### config.mk
export PLATFORM = sky130hd
export DESIGN_NAME = hazard_ctrl_unit
export DESIGN_NICKNAME = d
export VERILOG_FILES = /design/src/rtl/pipeline_pkg.sv /design/src/rtl/raw_match.sv /design/src/rtl/hazard_ctrl_unit.sv
export SDC_FILE = /design/constraint.sdc
export NUM_CORES = 1
export LEC_CHECK = 0
export CAP_MARGIN = 15
export CORE_AREA = 2 2 101 103
export CTS_BUF_LIST = sky130_fd_sc_hd__clkbuf_8
export CTS_CLUSTER_DIAMETER = 60
export DETAILED_ROUTE_END_ITERATION = 16
export DIE_AREA = 0 0 103 105
export GPL_ROUTABILITY_DRIVEN = 0
export PLACE_DENSITY_LB_ADDON = 0.25
export SKIP_LAST_GASP = 1
export SYNTH_ARGS = -nofsm -noshare
export SYNTH_HDL_FRONTEND = slang
export SYNTH_SLANG_ARGS = --single-unit
### constraint.sdc
create_clock -name clk -period 8.05 [get_ports clk]
set_clock_uncertainty 0.05 [all_clocks]
set_input_delay 2.415 -clock clk [delete_from_list [all_inputs] [get_ports clk]]
set_output_delay 2.415 -clock clk [all_outputs]
set_load 0.05 [all_outputs]
### src/rtl/pipeline_pkg.sv
// Shared pipeline definitions: operand-forwarding encodings, producer stage indices,
// and the priority rule that picks a forwarding source.
package pipeline_pkg;

  localparam int REG_ADDR_W_DEF = 5;

  // Producer slots as seen from ID: the youngest writer sits in ID/EX.
  localparam int P_EX  = 0;
  localparam int P_MEM = 1;
  localparam int P_WB  = 2;

  typedef enum logic [1:0] {
    FWD_RF    = 2'b00,
    FWD_MEMWB = 2'b01,
    FWD_EXMEM = 2'b10
  } fwd_sel_e;

  // Select for the operand one cycle from now; the EX producer is younger and wins.
  function automatic fwd_sel_e next_fwd_sel(input logic ex_hit, input logic mem_hit);
    if (ex_hit) return FWD_EXMEM;
    if (mem_hit) return FWD_MEMWB;
    return FWD_RF;
  endfunction

endpackage

### src/rtl/raw_match.sv
// Read-after-write detector for one (source, producer) pair; purely combinational.
// Latency: zero cycles. Backpressure: none, it only reports a hit.
module raw_match
  import pipeline_pkg::*;
#(
  parameter int REG_ADDR_W = REG_ADDR_W_DEF
) (
  input  logic [REG_ADDR_W-1:0] src_idx,
  input  logic                  src_use,
  input  logic [REG_ADDR_W-1:0] prod_rd,
  input  logic                  prod_we,
  output logic                  hit
);

  // x0 is hardwired to zero, so a write to it never creates a dependency.
  assign hit = src_use && prod_we && (src_idx != '0) && (src_idx == prod_rd);

endmodule

### src/rtl/hazard_ctrl_unit.sv
// Pipeline hazard control: stalls, branch flushes, forwarding selects and event counters.
// Latency: stall/flush/bypass combinational, fwd selects and counters registered; stalls hold as long as the hazard does.
module hazard_ctrl_unit
  import pipeline_pkg::*;
#(
  parameter int REG_ADDR_W = REG_ADDR_W_DEF,
  parameter int FWD_EN     = 1,
  parameter int BR_STAGE   = 3,
  parameter int CNT_W      = 32
) (
  input  logic                  clk,
  input  logic                  reset,
  input  logic                  id_valid,
  input  logic [REG_ADDR_W-1:0] id_rs1,
  input  logic [REG_ADDR_W-1:0] id_rs2,
  input  logic                  id_use_rs1,
  input  logic                  id_use_rs2,
  input  logic [REG_ADDR_W-1:0] ex_rd,
  input  logic                  ex_regwrite,
  input  logic                  ex_memread,
  input  logic [REG_ADDR_W-1:0] mem_rd,
  input  logic                  mem_regwrite,
  input  logic [REG_ADDR_W-1:0] wb_rd,
  input  logic                  wb_regwrite,
  input  logic                  br_taken,
  input  logic                  cnt_clr,
  output logic                  pc_stall,
  output logic                  ifid_stall,
  output logic                  idex_bubble,
  output logic                  ifid_flush,
  output logic                  idex_flush,
  output logic                  exmem_flush,
  output logic [1:0]            fwd_a_sel,
  output logic [1:0]            fwd_b_sel,
  output logic                  id_wb_byp_a,
  output logic                  id_wb_byp_b,
  output logic [CNT_W-1:0]      stall_cnt,
  output logic [CNT_W-1:0]      flush_cnt
);

  logic [REG_ADDR_W-1:0] prod_rd [3];
  logic [2:0]            prod_we;
  logic [2:0]            hit_a;
  logic [2:0]            hit_b;
  logic                  stall_raw;
  logic                  stall;

  fwd_sel_e              fwd_a_d, fwd_a_q;
  fwd_sel_e              fwd_b_d, fwd_b_q;
  logic [CNT_W-1:0]      stall_cnt_d, stall_cnt_q;
  logic [CNT_W-1:0]      flush_cnt_d, flush_cnt_q;

  assign prod_rd[P_EX]  = ex_rd;
  assign prod_rd[P_MEM] = mem_rd;
  assign prod_rd[P_WB]  = wb_rd;
  assign prod_we        = {wb_regwrite, mem_regwrite, ex_regwrite};

  for (genvar p = 0; p < 3; p++) begin : g_prod
    raw_match #(.REG_ADDR_W(REG_ADDR_W)) u_match_a (
      .src_idx (id_rs1),
      .src_use (id_valid && id_use_rs1),
      .prod_rd (prod_rd[p]),
      .prod_we (prod_we[p]),
      .hit     (hit_a[p])
    );
    raw_match #(.REG_ADDR_W(REG_ADDR_W)) u_match_b (
      .src_idx (id_rs2),
      .src_use (id_valid && id_use_rs2),
      .prod_rd (prod_rd[p]),
      .prod_we (prod_we[p]),
      .hit     (hit_b[p])
    );
  end

  // Without forwarding, any in-flight producer ahead of WB must drain before ID reads.
  always_comb begin
    stall_raw = 1'b0;
    if (FWD_EN != 0) begin
      stall_raw = ex_memread && (hit_a[P_EX] || hit_b[P_EX]);
    end else begin
      stall_raw = hit_a[P_EX] || hit_a[P_MEM] || hit_b[P_EX] || hit_b[P_MEM];
    end
  end

  assign stall       = stall_raw && !br_taken;
  assign pc_stall    = stall;
  assign ifid_stall  = stall;
  assign idex_bubble = stall;

  assign ifid_flush  = br_taken;
  assign idex_flush  = br_taken;
  assign exmem_flush = (BR_STAGE == 3) && br_taken;

  assign id_wb_byp_a = hit_a[P_WB] && !hit_a[P_EX] && !hit_a[P_MEM];
  assign id_wb_byp_b = hit_b[P_WB] && !hit_b[P_EX] && !hit_b[P_MEM];

  always_comb begin
    fwd_a_d = FWD_RF;
    fwd_b_d = FWD_RF;
    if ((FWD_EN != 0) && !br_taken && !stall) begin
      fwd_a_d = next_fwd_sel(hit_a[P_EX], hit_a[P_MEM]);
      fwd_b_d = next_fwd_sel(hit_b[P_EX], hit_b[P_MEM]);
    end
  end

  // Clear beats increment; counters stick at all-ones rather than wrapping.
  always_comb begin
    stall_cnt_d = stall_cnt_q;
    flush_cnt_d = flush_cnt_q;
    if (cnt_clr) begin
      stall_cnt_d = '0;
      flush_cnt_d = '0;
    end else begin
      if (stall && !(&stall_cnt_q)) stall_cnt_d = stall_cnt_q + CNT_W'(1);
      if (br_taken && !(&flush_cnt_q)) flush_cnt_d = flush_cnt_q + CNT_W'(1);
    end
  end

  always_ff @(posedge clk or posedge reset) begin
    if (reset) begin
      fwd_a_q     <= FWD_RF;
      fwd_b_q     <= FWD_RF;
      stall_cnt_q <= '0;
      flush_cnt_q <= '0;
    end else begin
      fwd_a_q     <= fwd_a_d;
      fwd_b_q     <= fwd_b_d;
      stall_cnt_q <= stall_cnt_d;
      flush_cnt_q <= flush_cnt_d;
    end
  end

  assign fwd_a_sel = fwd_a_q;
  assign fwd_b_sel = fwd_b_q;
  assign stall_cnt = stall_cnt_q;
  assign flush_cnt = flush_cnt_q;

endmodule

* After elaboration in Yosys (flattened, before gate mapping)
Cells that the tools add are included.
Widths: inputs -> output; s select.
** Word-level totals
- Register bits after elaboration :: 68
- Input port bits :: 36
- Output and inout port bits :: 76
- Logic and storage cells :: 80
** Cells by class
- Add/sub/neg operators :: 2
- Eq/ne operators :: 6
- Muxes and demuxes :: 24
- Reductions and logical operators :: 44
** Operators by type and width (count)
- $mux 32 :: 4
- $add 32x1->32 const B :: 2
- $reduce_and 32->1 :: 2
- $eq 5x5->1 :: 6
- $logic_and 1x1->1 :: 29
- $mux 2 :: 10
- $mux 1 :: 10
- $reduce_bool 5->1 :: 2
- $logic_not 1->1 :: 8
- $reduce_bool 2->1 :: 2
- $logic_or 1x1->1 :: 1

* Depth between registers and ports, before layout
- Depth after elaboration :: 15
- Gate-level depth with buffers :: 10
- Mapped depth without buffers :: 7

* Cells and area by module
From an unflattened synthesis, not the netlist that was laid out.
** Unflattened totals
- Cell total of the unflattened synthesis :: 475
- Area, all modules :: 4325.4 um2
** Modules (own cells, without submodules)
- hazard_ctrl_unit :: instances 1, cells each 415, area an instance 3867.5 um2, sequential area each 1701.6 um2
- raw_match :: instances 6, cells each 10, area an instance 76.3 um2, sequential area each 0.0 um2

* Least setup slack after synthesis
Ideal clock, no wire load.
- Path kind :: input port to output port
- From :: input port id_rs2[0]
- To :: output port id_wb_byp_b
- Arrival time :: 4923 ps
- Data required time :: 5585 ps
- Slack :: 662 ps
- Stages :: 4
- Path buffers :: 0
- Path through :: or4_1 -> o211ai_2 -> nor3_2 -> nor4b_1
** On the way
- Longest elaborated chain between the ends :: 6
- Elaborated cells on any way between the ends :: 14
- Those cells by class :: 3 x eq/ne; 11 x reduce/logical
** RTL lines
- start: declaration :: RTL line hazard_ctrl_unit.sv:15 : input logic [REG_ADDR_W-1:0] id_rs2,
- $reduce_bool 5->1 :: RTL line raw_match.sv:16 : assign hit = src_use && prod_we && (src_idx != '0) && (src_idx == prod_rd);
- $logic_and 1x1->1 (2 in a row) :: RTL line raw_match.sv:16
- $logic_not 1->1 :: RTL line hazard_ctrl_unit.sv:95 : assign id_wb_byp_b = hit_b[P_WB] && !hit_b[P_EX] && !hit_b[P_MEM];
- $logic_and 1x1->1 :: RTL line hazard_ctrl_unit.sv:95
- $logic_and 1x1->1 * :: RTL line hazard_ctrl_unit.sv:95
- end: declaration :: RTL line hazard_ctrl_unit.sv:36 : output logic id_wb_byp_b,
Mark *: on every way between the ends. The rest lies on a longest branch, timed or not.

* Final worst setup path
- From :: input port id_rs2[3]
- To :: output port id_wb_byp_b
Same word-level chain as after synthesis.

==> metrics.txt <==
Die ar. about 11000 um^2; Worst Path Required 5590 ps; Layout area overhead 34.0%; cts-stage hold buffer count 0; final hold vios 0; initial core utilization 0.421; global route overflow 0; CP max FO 8; ys flop type dfrtp_1; Post-DRT Antenna Nets 0; DRC 0; FP Rows 36; GRT Resource Usage Total 0.197; Num CTS Buffers 9; share of cells above drive strength 1 0.0558; drt first pass iters 4; count of cell types in the netlist 46; Fmax achieved between 0.1 and 0.15 GHz; die width 103 um; Cell Area, Synth 4060 um^2; CP peak stage delay 890 ps; outcome complete, no violations; Placed Area 5240 um^2; initial antenna violation count 0; CP Launch Type input port; Total Wirelength 10.2 mm; largest net degree at the start of global routing 70; Slowest-stage cell, CP clkdlybuf4s50_1; CTS-repair resized insts 0; Final #Nets approximately 600; CTS clk-pin slew, worst paths 70 ps; Setup TNS Final 0 ps; fin crit share 0.947; synthesis-stage register bit count just under 70; Top Ports 112; RSZ-0062 raised after global routing no; CP Class in -> out; ANT cells 0; top post-synthesis cells by area dfrtp_1, xnor2_1, xor2_1; power density cells roughly 130 nW/um^2; min cycle time layout 7620 ps; post-synth top area cell dfrtp_1; top cell type's share of synthesized area 0.419; Post-Syn Area per Cell 9.06 um^2; worst-margin pin slew around 920 ps; commonest non-fill, non-tap cell in the layout clkdlybuf4s50_1; worst IR drop on VDD 0.0759 mV; Post-Synthesis Cells 448; clk root buf clkbuf_8; FFs w/ async S/R, synth 1.00; Slew Limit Headroom 0.389; die height roughly 110 um; post-DR wirelength/cell about 15 um; Hold Crit Class reg -> reg; Detail Placement HPWL 7.27 mm; first-pass GRT wire length approximately 17 mm; syn nets approximately 490; port bufs 111; most frequent CP cell clkdlybuf4s50_1; vias in the first global route 3628; Clock Sinks 68; final setup fails 0; LEAKAGE around 2 nW; total number of vias 3828; Synthesis Warnings 0; number of setup buffers added after CTS 0; core area 9640 um^2; clock latency on the worst-skew pair 340 ps; Max H-tree Level 3; Final Cell Area roughly 5400 um^2; MaxCap Viol Count 0; Critical Path AT 5160 ps; crit-path cells clkdlybuf4s50_1 -> or4_1 -> o211ai_2 -> nor3_2 -> nor4b_1 -> clkdlybuf4s50_1; Avg Vias per Cell about 5.6; first-iteration detailed-routing DRC count ~150; Worst setup EP type primary output; most frequent cells in the layout clkdlybuf4s50_1, dfrtp_1, nor2_1; Post-synth EDFFs 0; CTS max path bufs 2; Seq/Total Area, Yosys 0.419; CTS tree yes; fin. max-slew vios 0; Fillers 913
[through the flow]
step           hold slack [ps]   util  power [mW]  setup slack [ps]  std cells
5_1_grt                    547  0.565       0.734               344        689
6_report                   502  0.565       0.701               430        689
2_1_floorplan              756      -       0.386               662        448
4_1_cts                    501  0.565       0.708               474        689
3_5_place_dp               494  0.543       0.421               497        674
3_3_place_gp               496  0.543       0.420               504        674
[Yosys cell counts (5+ instances only)]
cell type	n
nor2b_1	6
nor4_1	8
or3_1	30
clkbuf_1	10
and4_1	8
buf_4	6
o31ai_1	6
nand3_1	26
xnor2_1	26
a21oi_1	37
inv_1	11
dfrtp_1	68
o21ai_1	14
nor2_1	38
o21ai_0	14
xor2_1	23
mux2_1	5
nor3_1	7
nand2_1	26
or4_1	10
and3_1	9
nand4_1	17
[sequential cells by signal, indices dropped and copies added (netlist names)]
| name | flops |
|---|---|
| fwd_b_sel | 2 |
| stall_cnt | 32 |
| flush_cnt | 32 |
| fwd_a_sel | 2 |
[critical path, delay by kind of cell]
family | cells | cell delay, ps
simple gates | 3 | 1140
compound gates | 1 | 210
buf+inv | 2 | 1400
[report_power, final]
group | total (mW) | switching [mW] | internal, mW
clock network | 0.287 | 0.122 | 0.165
logic | 0.0700 | 0.0396 | 0.0304
registers | 0.344 | 0.00139 | 0.343
[final timing paths]
check | start | slack, ps | endpoint | cells past startpoint
max reg2reg | flush_cnt[19] | 5370 | flush_cnt[27] | 6
max | id_rs2[3] | 430 | id_wb_byp_b | 6
min in group asynchronous | reset | 2590 | flush_cnt[0] | 3
min | flush_cnt[28] | 500 | flush_cnt[28] | 1
min reg2reg | flush_cnt[28] | 500 | flush_cnt[28] | 1
max in group asynchronous | reset | 4750 | stall_cnt[28] | 3
[cells by family (layout without fill, tap and decap cells)]
family	after synthesis	in the layout	synth area share
and+or+nand+nor	204	204	0.284
DFF	68	68	0.419
buffers and inverters	33	141	0.0407
xor gates and xnor gates	49	49	0.106
AOI/OAI and AO/OA	85	85	0.125
adders and majority gates	2	2	0.00616
muxes	7	7	0.0188
[cell type report]
cell class                      instances  area [um^2]  area share
Clock buffer                           12          165      0.0304
Clock inverter                          3         37.5     0.00690
Inverter                               11         41.3     0.00759
Multi-Input combinational cell        347         2190       0.403
Sequential cell                        68         1700       0.313
Tap cell                              133          166      0.0306
Timing Repair Buffer                  115         1140       0.209
[metal layers]
metal / GRT usage / up-vias / routed length [um]
met5: 0 / - / 0
met4: 0.0630 / 0 / 108
met3: 0.0515 / 9 / 612
met2: 0.301 / 118 / 4890
li1: - / 1834 / -
met1: 0.271 / 1867 / 4630
No activity file was read; power rests on OpenSTA's default activity.
